===== config.mk =====
export PLATFORM = sky130hd
export DESIGN_NAME = led_fade_ctrl
export DESIGN_NICKNAME = d
export VERILOG_FILES = /design/src/rtl/led_fade_pkg.sv /design/src/rtl/fade_tick_gen.sv /design/src/rtl/led_fade_ctrl.sv
export SDC_FILE = /design/constraint.sdc
export NUM_CORES = 1
export LEC_CHECK = 0
export CAP_MARGIN = 20
export CORE_UTILIZATION = 45
export CTS_BUF_LIST = sky130_fd_sc_hd__clkbuf_8
export CTS_CLUSTER_DIAMETER = 30
export DETAILED_ROUTE_END_ITERATION = 6
export GPL_TIMING_DRIVEN = 1
export PLACE_DENSITY = 0.73
export SKIP_LAST_GASP = 1
export SYNTH_ARGS = -nofsm -noshare
export SYNTH_HDL_FRONTEND = slang
export SYNTH_SLANG_ARGS = --single-unit

===== constraint.sdc =====
create_clock -name clk -period 3.5 [get_ports clk]
set_input_delay 0.875 -clock clk [delete_from_list [all_inputs] [get_ports clk]]
set_output_delay 0.875 -clock clk [all_outputs]
set_load 0.005 [all_outputs]

===== src/rtl/led_fade_pkg.sv =====
// Shared types and constants for the LED breathing-fade sequencer.
// Optional gamma table is compiled in only when LED_FADE_GAMMA_EN is defined.
package led_fade_pkg;

  typedef enum logic [2:0] {
    IDLE    = 3'd0,
    UP      = 3'd1,
    HOLD_HI = 3'd2,
    DOWN    = 3'd3,
    HOLD_LO = 3'd4
  } fade_state_t;

  localparam int         PWM_PERIOD = 16;
  localparam logic [3:0] PHASE_UPD  = 4'd14;

`ifdef LED_FADE_GAMMA_EN
  // Packed with level 0 in the low nibble: 0,1,1,1,2,2,3,3,4,5,6,7,9,11,13,15
  localparam logic [63:0] GAMMA_TBL = {4'd15, 4'd13, 4'd11, 4'd9, 4'd7, 4'd6, 4'd5, 4'd4,
                                       4'd3,  4'd3,  4'd2,  4'd2, 4'd1, 4'd1, 4'd1, 4'd0};

  function automatic logic [3:0] gamma(input logic [3:0] lvl);
    return GAMMA_TBL[{2'b00, lvl} * 6'd4 +: 4];
  endfunction
`endif

endpackage


===== src/rtl/fade_tick_gen.sv =====
// Mirrors the dimmer's 16-cycle PWM phase and divides periods into level steps.
// step_tick is combinational: phase==14 on the last period of a step.
module fade_tick_gen
  import led_fade_pkg::*;
#(
  parameter int DIV_W = 8
) (
  input  logic             clk,
  input  logic             rst,
  input  logic             run,
  input  logic [DIV_W-1:0] step_div,
  output logic [3:0]       phase,
  output logic             step_tick
);

  logic [DIV_W-1:0] div;

  assign step_tick = (phase == PHASE_UPD) && (div == step_div);

  // Divider advances once per period, at the same phase the duty is allowed to change.
  always_ff @(posedge clk or posedge rst) begin
    if (rst) begin
      phase <= '0;
      div   <= '0;
    end else if (!run) begin
      phase <= '0;
      div   <= '0;
    end else begin
      phase <= phase + 4'd1;
      if (phase == PHASE_UPD) begin
        div <= step_tick ? '0 : div + DIV_W'(1);
      end
    end
  end

endmodule


===== src/rtl/led_fade_ctrl.sv =====
// Breathing-fade sequencer driving a 4-bit PWM dimmer's en/w, duty changes on period boundaries.
// Define LED_FADE_GAMMA_EN to map level through the perceptual gamma table instead of linear.
module led_fade_ctrl
  import led_fade_pkg::*;
#(
  parameter int DIV_W  = 8,
  parameter int HOLD_W = 8
) (
  input  logic              clk,
  input  logic              rst,
  input  logic              start,
  input  logic              stop,
  input  logic [DIV_W-1:0]  step_div,
  input  logic [HOLD_W-1:0] hold_hi,
  input  logic [HOLD_W-1:0] hold_lo,
  input  logic [3:0]        max_level,
  input  logic              loop,
  output logic              dim_en,
  output logic [3:0]        dim_w,
  output logic              busy,
  output logic              done
);

  fade_state_t       state, state_nxt;
  logic [3:0]        level, level_nxt;
  logic [HOLD_W-1:0] hold_cnt, hold_nxt;
  logic              en_nxt, done_nxt, cap;

  logic [DIV_W-1:0]  cfg_div;
  logic [HOLD_W-1:0] cfg_hold_hi, cfg_hold_lo;
  logic [3:0]        cfg_max;
  logic              cfg_loop;

  logic [3:0]        phase;
  logic              step_tick;
  logic [3:0]        w_nxt;

  // Run drops on the same edge dim_en falls, so the tick counters clear with everything else.
  fade_tick_gen #(.DIV_W(DIV_W)) u_tick (
    .clk       (clk),
    .rst       (rst),
    .run       (dim_en & en_nxt),
    .step_div  (cfg_div),
    .phase     (phase),
    .step_tick (step_tick)
  );

  always_comb begin
    state_nxt = state;
    level_nxt = level;
    hold_nxt  = hold_cnt;
    en_nxt    = dim_en;
    done_nxt  = 1'b0;
    cap       = 1'b0;
    if (stop) begin
      state_nxt = IDLE;
      level_nxt = '0;
      hold_nxt  = '0;
      en_nxt    = 1'b0;
    end else begin
      case (state)
        IDLE: begin
          if (start) begin
            state_nxt = UP;
            level_nxt = '0;
            hold_nxt  = '0;
            en_nxt    = 1'b1;
            cap       = 1'b1;
          end
        end
        UP: begin
          if (step_tick) begin
            if (level >= cfg_max) begin
              state_nxt = HOLD_HI;
              hold_nxt  = '0;
            end else begin
              level_nxt = level + 4'd1;
            end
          end
        end
        HOLD_HI: begin
          if (step_tick) begin
            if (hold_cnt == cfg_hold_hi) state_nxt = DOWN;
            else                         hold_nxt  = hold_cnt + HOLD_W'(1);
          end
        end
        DOWN: begin
          if (step_tick) begin
            if (level == 4'd0) begin
              state_nxt = HOLD_LO;
              hold_nxt  = '0;
            end else begin
              level_nxt = level - 4'd1;
            end
          end
        end
        HOLD_LO: begin
          if (step_tick) begin
            if (hold_cnt == cfg_hold_lo) begin
              hold_nxt = '0;
              if (cfg_loop) begin
                state_nxt = UP;
              end else begin
                state_nxt = IDLE;
                en_nxt    = 1'b0;
                done_nxt  = 1'b1;
              end
            end else begin
              hold_nxt = hold_cnt + HOLD_W'(1);
            end
          end
        end
        default: begin
          state_nxt = IDLE;
          level_nxt = '0;
          hold_nxt  = '0;
          en_nxt    = 1'b0;
        end
      endcase
    end
  end

`ifdef LED_FADE_GAMMA_EN
  assign w_nxt = gamma(level_nxt);
`else
  assign w_nxt = level_nxt;
`endif

  always_ff @(posedge clk or posedge rst) begin
    if (rst) begin
      state       <= IDLE;
      level       <= '0;
      hold_cnt    <= '0;
      dim_en      <= 1'b0;
      dim_w       <= '0;
      busy        <= 1'b0;
      done        <= 1'b0;
      cfg_div     <= '0;
      cfg_hold_hi <= '0;
      cfg_hold_lo <= '0;
      cfg_max     <= '0;
      cfg_loop    <= 1'b0;
    end else begin
      state    <= state_nxt;
      level    <= level_nxt;
      hold_cnt <= hold_nxt;
      dim_en   <= en_nxt;
      dim_w    <= w_nxt;
      busy     <= (state_nxt != IDLE);
      done     <= done_nxt;
      if (cap) begin
        cfg_div     <= step_div;
        cfg_hold_hi <= hold_hi;
        cfg_hold_lo <= hold_lo;
        cfg_max     <= max_level;
        cfg_loop    <= loop;
      end
    end
  end

endmodule


Word-level counts from Yosys, hierarchy flattened:

Cells that the tools add are included.

* add/subtract/negate cells: 5
* order comparisons: 1
* equality and inequality tests: 20
* mux-type cells: 48
* bitwise gates (word level): 1
* reductions and logical operators: 8

Operators by type and width (number)
* 8-bit 2-to-1 mux: 13
* 8-bit case mux with 5 select lines: 1
* 3-bit 2-to-1 mux: 10
* 4-bit 2-to-1 mux: 7
* 8-bit equality test: 3
* 3-bit inequality test, second input constant: 6
* 8-bit by 1-bit adder with 8-bit output, second input constant: 2
* 4-bit case mux with 4 select lines: 1
* 3-bit case mux with 5 select lines: 1
* 1-bit 2-to-1 mux: 14
* 3-bit by 2-bit inequality test with 1-bit output, second input constant: 4
* 4-bit by 1-bit adder with 4-bit output, second input constant: 2
* 8-bit AND reduction: 1
* 3-bit by 2-bit equality test with 1-bit output, second input constant: 2
* 6-bit AND reduction: 1
* 4-bit equality test, second input constant: 1
* 4-bit greater-or-equal comparator: 1
* 4-bit logical NOT: 1
* 4-bit by 1-bit subtractor with 4-bit output, second input constant: 1
* 3-bit by 1-bit equality test with 1-bit output, second input constant: 1
* 3-bit equality test, second input constant: 1
* 3-bit logical NOT: 1
* 1-bit case mux with 3 select lines: 1
* 3-bit nonzero test: 1
* other kinds (6): 6

* flip-flop bits (word level): 59
* bits of input ports: 33
* output and inout bits: 7
* word-level logic and storage cells: 96

Logic depth before layout (Yosys ltp):

Gate-level depths: netlist of the first run.

* depth after elaboration: 7
* gate-level depth with buffers: 10
* depth with buffers taken out: 10

By module:

From an unflattened synthesis of the first run, not the netlist that was laid out.

* cells, all modules: 307
* area total of the unflattened synthesis: 3358.2 µm²

Modules (own cells, without submodules)
* led_fade_ctrl: instances 1, cells an instance 235, area each 2587.5 µm², seq. area each 1176.1 µm²
* fade_tick_gen: instances 1, cells an instance 72, area each 770.7 µm², seq. area each 300.3 µm²

Least setup slack after synthesis of the first run:

OpenSTA, ideal clock, no wires.

* path kind: input to register
* from: input stop
* to: register hold_cnt[4]
* library setup time: 0.083 ns
* data arrival time: 2.243 ns
* required time: 3.417 ns
* slack: 1.174 ns
* stages on the path: 8
* buffers on the path: 2
* cells stage by stage: buf_2 > or3b_1 > a21o_1 > a31o_2 > o221ai_1 > buf_2 > a21oi_1 > o22ai_1

* word-level cells in the longest chain between the ends: 2
* elaborated cells between the ends (all ways): 10
* classes of those cells: 8 x eq/ne; 1 x mux; 1 x reduce/logical

Ends and longest elaborated chain
* from (decl): line led_fade_ctrl.sv:12 `input logic stop,`
* 3-bit by 2-bit inequality test with 1-bit output (no source line) or 3-bit inequality test (tied branches)
* 8-bit AND reduction (no source line)
* to (signal assigned): line led_fade_ctrl.sv:146 `hold_cnt <= hold_nxt;`
* to (decl): line led_fade_ctrl.sv:26 `logic [HOLD_W-1:0] hold_cnt, hold_nxt;`

Parallel ways exist; a longest one is shown, timed or not.
A chain may end at the register's enable or synchronous reset.

Worst setup path after layout of the first run:

* from: register level[0]
* to: register level[1]

* word-level cells in the longest chain between the ends: 5
* elaborated cells between the ends (all ways): 13
* classes of those cells: 2 x add/sub; 1 x order compare; 2 x eq/ne; 6 x mux; 2 x reduce/logical

Ends and longest elaborated chain
* from (decl): line led_fade_ctrl.sv:25 `logic [3:0] level, level_nxt;`
* from (signal assigned): line led_fade_ctrl.sv:145 `level <= level_nxt;`
* 4-bit by 1-bit subtractor with 4-bit output or 4-bit by 1-bit adder with 4-bit output (tied branches): line led_fade_ctrl.sv:93, led_fade_ctrl.sv:77
* 4-bit 2-to-1 mux, on equally long branches: line led_fade_ctrl.sv:89, led_fade_ctrl.sv:73
* 4-bit 2-to-1 mux, on equally long branches: line led_fade_ctrl.sv:88, led_fade_ctrl.sv:72
* 4-bit case mux with 4 select lines: line led_fade_ctrl.sv:61 `case (state)`
* 4-bit 2-to-1 mux: line led_fade_ctrl.sv:55 `if (stop) begin`

Parallel ways exist; a longest one is shown, timed or not. The select of a mux whose other input is x is not followed.

==> results.py, run 1 <==
metrics = {
    "grt": {
        "grt-ovfl-total": 0,
        "grt_pass1_vias": 2304,
        "grt_max_degree": 60,
        "grt_usage": 0.191,
        "grt_first_pass_wirelength_microns": 10800,
        "antenna_found_initial": 0,
    },
    "finish": {
        "area_delta_synth_final_pct": 21.4,
        "insertedDiodeCount": 0,
        "layout.nets": 397,
        "layout_common_cells": "dfrtp_1 (59), clkdlybuf4s50_1 (39), mux2_2 (26)",
        "n_fill_cell": 601,
        "final_common_cell": "dfrtp_1",
        "drive_above_1_share": 0.165,
    },
    "cts": {
        "h-tree-depth": 3,
        "root_buffer": "clkbuf_8",
        "cts-buffers-inserted": 9,
        "insertion_delay_ns": 0.35,
        "cts_tree": "built",
        "clockBufferDepth": 2,
        "hold_buffers": 0,
        "path_clk_slew_ns": 0.07,
        "ctsResizeCount": 0,
        "cts.sinks": 59,
        "postCtsSetupRepairBufs": 0,
    },
    "floorplanning": {
        "ios": 40,
        "die_w_microns": 86.3,
        "start_util": 0.468,
        "num_rows": 30,
        "fp.coreArea_sq_um": 6830,
        "die_h_microns": 86.3,
        "dieArea_sq_um": 7450,
    },
    "route": {
        "ant_nets": 0,
        "firstDrtPassIters": 5,
        "via_count": 2383,
        "avgRoutedWirePerCell_microns": 13.9,
        "drt_wl_total_microns": 6290,
        "vias_per_cell": 5.26,
        "drt_drc_violations_left": 0,
        "drt-initial-drc-count": 153,
    },
    "sta": {
        "final-setup-viol-count": 0,
        "worstMarginPinSlew_ns": 0.740,
        "rsz0062_at_grt": "false",
        "finClkSkew_ns": 0.00839,
        "worst_slack_ns": 1.01,
        "hold_viol_final": 0,
        "drv_slew": 0,
        "timing.final.crit_share": 0.710,
        "maxSlewHeadroom": 0.507,
        "fmax_mhz": 402,
        "tns_ns": 0,
        "fin_crit_ns": 2.49,
    },
    "placement": {
        "dp_hpwl_microns": 4540,
        "portBuffers": 39,
        "place_ws_ns": 0.751,
        "gp_congestion": 0.803,
    },
    "setup_path": {
        "startpoint": "level[0]",
        "critPathMaxFanout": 6,
        "cp.required_ns": 3.73,
        "crit_arrival_ns": 2.71,
        "end_kind": "flop",
        "rrSetupSlack_ns": 1.01,
        "timing.rr.start": "level[0]",
        "start_kind": "flop",
        "r2r_end": "level[1]",
        "crit_end": "level[1]",
        "critical_path_class": "flop to flop",
        "reg2regPathDepth": 8,
    },
    "logic_synthesis": {
        "async_flop_share": 1.00,
        "synth_edf_count": 0,
        "ys_warn_count": 0,
        "seq_area_frac_synth": 0.462,
        "yosys.area.top_type_share": 0.462,
        "yosys.area.top_type": "dfrtp_1",
        "synth.avg_cell_area_sq_um": 10.3,
        "synth_area_leaders": "dfrtp_1 (46%), mux2_2 (9.2%), xnor2_1 (5.2%)",
        "syn_nets": 353,
        "ys_ff_latch": 59,
        "synth.distinct_cells": 44,
        "ys.flop_type": "dfrtp_1",
        "synthCells": 309,
        "syn_area_sq_um": 3200,
    },
    "power": {
        "ir_drop_mv": 0.247,
        "power.density_nw_per_um2": 442,
        "finalPower_mw": 1.72,
        "power_leakage_nw": 1.61,
    },
    "run": {
        "maxCapViolCount": 0,
    },
    "min_path": {
        "hp-class": "flop to flop",
    },
    "outcome": {
        "status": "finished, final reports clean",
    },
}
## worst max-delay path, cell delays in order (launching register included)
cell and delay, ns:
dfrtp_1 0.46, inv_1 0.12, ha_1 0.29, nand2b_1 0.15, a2111o_1 0.47, and2_1 0.19, a21o_1 0.17, a21o_1 0.22
mux2_4 0.30
## through the flow
step	utilization	area (sq um)	instances	hold WS [ns]
floorplan	-	3200	309	0.455
detailed placement	0.541	3700	438	0.486
global placement	0.541	3700	438	0.481
finish	0.568	3880	453	0.490
global route	0.568	3880	453	0.515
CTS	0.568	3880	453	0.495
## worst min-delay path by stage
stage,start,to,slack (ns),cells after the start
floorplan,u_tick.phase[0],u_tick.phase[0],0.45,1
global placement,u_tick.phase[0],u_tick.phase[0],0.48,1
detailed placement,u_tick.phase[0],u_tick.phase[0],0.49,1
CTS,u_tick.phase[0],u_tick.phase[0],0.50,1
global route,u_tick.phase[0],u_tick.phase[0],0.51,1
finish,u_tick.phase[0],u_tick.phase[0],0.49,1
## where the power goes
part           internal (mW)  switching (mW)  total [mW]
clock network          0.319           0.272       0.591
logic                  0.175           0.126       0.302
registers              0.765          0.0593       0.824
total                   1.26           0.457        1.72
## cell type report
class	count	area, sq um	share of cell area
clock buffer	9	124	0.0319
clock inverter	6	57.6	0.0148
inverter	17	63.8	0.0164
multi-input combinational	222	1610	0.415
sequential	59	1480	0.381
tap	96	120	0.0310
timing repair buffer	44	428	0.110
## state kept, by name, summed over array words and instances, names as in the netlist
signal and count:
cfg_max 4, done 1, dim_en 1, u_tick.div 8, state 3, cfg_div 8, u_tick.phase 4, level 4
cfg_hold_lo 8, cfg_hold_hi 8, busy 1, cfg_loop 1, hold_cnt 8
## layer usage
layer | share of wire | up-vias | GRT usage
met3 | 0.043 | 12 | 0.0352
met5 | 0 | - | 0
li1 | - | 1175 | -
met2 | 0.47 | 55 | 0.290
met4 | 0.026 | 0 | 0.103
met1 | 0.46 | 1141 | 0.260
## kinds of logic after synthesis
logic type      share of synthesized area
simple gates                        0.161
flops                               0.462
compound gates                      0.106
xor+xnor                           0.0822
mux                                 0.109
buf+inv                            0.0352
fa+ha+maj                          0.0454
## cell usage after synthesis (all sizes together), types with 6 or more instances
cell type	count
inv	17
a21o	8
o21ai	10
xor2	11
mux2	29
xnor2	19
or3	6
nor3	14
buf	6
nor2	16
ha	10
nand4	6
a21oi	16
nand3	11
nand2b	6
nand2	22
dfrtp	59
Power figures use the tool's default switching activity.
==> run 2: changes to the inputs <==
PLACE_DENSITY = 0.75   (was 0.73)
clock period = 2.2 ns   (was 3.5 ns; I/O delays follow)
==> results.py, run 2 (synthesis gave the netlist of run 1 again) <==
metrics = {
    "min_path": {
        "whs_path_depth": 1,
        "hold_end": "cfg_hold_hi[1]",
        "worstHoldStart": "cfg_hold_hi[1]",
        "hp-class": "flop to flop",
    },
    "sta": {
        "final-setup-viol-count": 0,
        "timing.final.crit_share": 0.994,
        "finClkSkew_ns": 0.00541,
        "fmax_mhz": 457,
        "fin_crit_ns": 2.19,
        "worst_slack_ns": 0.0139,
        "maxSlewHeadroom": 0.713,
        "drv_slew": 0,
        "worstMarginPinSlew_ns": 0.427,
        "hold_viol_final": 0,
        "rsz0062_at_grt": "true",
    },
    "setup_path": {
        "cp_slowest_cell": "a2111o_1",
        "path_cells": "ha_4, nand2b_4, a2111o_1, and2_4, a21o_1, a21o_1, mux2_4",
        "slowest_delay_ns": 0.44,
        "timing.rr.start": "cfg_max[0]",
        "end_kind": "flop",
        "start_kind": "flop",
        "critical_path_class": "flop to flop",
        "r2r_end": "level[2]",
        "cp.required_ns": 2.42,
        "critPathTopFamily": "compound AO/OA/AOI/OAI gates",
        "reg2regPathDepth": 7,
        "critPathMaxFanout": 3,
        "worstPathBufferInverterCount": 0,
        "rrSetupSlack_ns": 0.01,
        "crit_top_cell": "a21o_1",
        "crit_arrival_ns": 2.41,
    },
    "floorplanning": {
        "die_h_microns": 86.3,
        "start_util": 0.468,
        "die_w_microns": 86.3,
        "num_rows": 30,
        "dieArea_sq_um": 7450,
        "fp.coreArea_sq_um": 6830,
        "ios": 40,
    },
    "cts": {
        "path_clk_slew_ns": 0.07,
        "root_buffer": "clkbuf_8",
        "insertion_delay_ns": 0.34,
        "cts_tree": "built",
        "cts.sinks": 59,
        "cts-buffers-inserted": 9,
        "h-tree-depth": 3,
        "clockBufferDepth": 2,
        "hold_buffers": 0,
    },
    "route": {
        "ant_nets": 0,
        "firstDrtPassIters": 4,
        "vias_per_cell": 5.37,
        "drt_drc_violations_left": 0,
        "avgRoutedWirePerCell_microns": 14.4,
        "drt-initial-drc-count": 174,
        "via_count": 2553,
        "drt_wl_total_microns": 6860,
    },
    "grt": {
        "grt_first_pass_wirelength_microns": 11800,
        "grt_usage": 0.205,
        "grt-ovfl-total": 0,
        "grt_max_degree": 60,
        "grt_pass1_vias": 2634,
        "antenna_found_initial": 0,
    },
    "finish": {
        "insertedDiodeCount": 0,
        "seqCellArea_sq_um": 1480,
        "layout.nets": 419,
        "area_delta_synth_final_pct": 30.4,
        "multi_input_area_sq_um": 1700,
        "final_common_cell": "dfrtp_1",
        "drive_above_1_share": 0.251,
        "finish.instance_area_sq_um": 4170,
        "n_fill_cell": 564,
        "layout_common_cells": "dfrtp_1 (59), clkdlybuf4s50_1 (39), mux2_2 (26)",
    },
    "outcome": {
        "status": "finished, final reports clean",
    },
    "power": {
        "power.density_nw_per_um2": 673,
        "power_leakage_nw": 1.77,
        "ir_drop_mv": 0.394,
    },
    "placement": {
        "gp_congestion": 0.803,
        "place_ws_ns": -0.173,
        "placed_area_sq_um": 3870,
        "portBuffers": 39,
        "dp_hpwl_microns": 4800,
    },
    "run": {
        "maxCapViolCount": 0,
    },
}
==> run 2: stage by stage <==
step,setup TNS (ns),instances,hold WS (ns),util,power (mW)
6_report,0,475,0.531,0.610,2.80
5_1_grt,-0.261,475,0.549,0.610,2.97
4_1_cts,0,472,0.532,0.592,2.77
3_5_place_dp,-1.09,457,0.518,0.566,1.87
3_3_place_gp,-0.603,457,0.501,0.566,1.85
2_1_floorplan,0,309,0.455,-,1.66
==> run 2: repair_timing <==
item	CTS	global route
setup buffers	0	2
endpoints found under the hold margin	0	0
setup endpoints to repair	0	22
resized for setup	0	22
==> run 2: worst max path at each step <==
| stage | start | endpoint | slack [ns] | cells past startpoint |
|---|---|---|---|---|
| 2_1_floorplan | level[0] | level[0] | 0.009 | 8 |
| 3_3_place_gp | stop | hold_cnt[6] | -0.11 | 7 |
| 3_5_place_dp | stop | hold_cnt[3] | -0.17 | 7 |
| 4_1_cts | level[0] | hold_cnt[6] | 0.0003 | 9 |
| 5_1_grt | level[0] | level[2] | -0.05 | 8 |
| 6_report | cfg_max[0] | level[2] | 0.01 | 7 |
==> run 2: area by class of cell <==
cell class                      instances  area share
Clock buffer                           12      0.0396
Clock inverter                          3     0.00330
Inverter                               17      0.0153
Multi-Input combinational cell        222       0.409
Sequential cell                        59       0.354
Tap cell                               96      0.0288
Timing Repair Buffer                   66       0.150
==> run 2: where the power goes <==
group / switching (mW) / internal (mW) / total (mW)
Clock: 0.407 / 0.487 / 0.894
Combinational: 0.248 / 0.356 / 0.604
Sequential: 0.0886 / 1.22 / 1.31
Total: 0.744 / 2.06 / 2.80
==> run 2: layer usage <==
layer / wire, microns / global-route usage / vias to the layer above / part of all wire
met1: 3000 / 0.268 / 1240 / 0.44
met3: 317 / 0.0362 / 19 / 0.046
met4: 197 / 0.118 / 0 / 0.029
met5: 0 / 0 / - / 0
li1: - / - / 1212 / -
met2: 3340 / 0.323 / 82 / 0.49
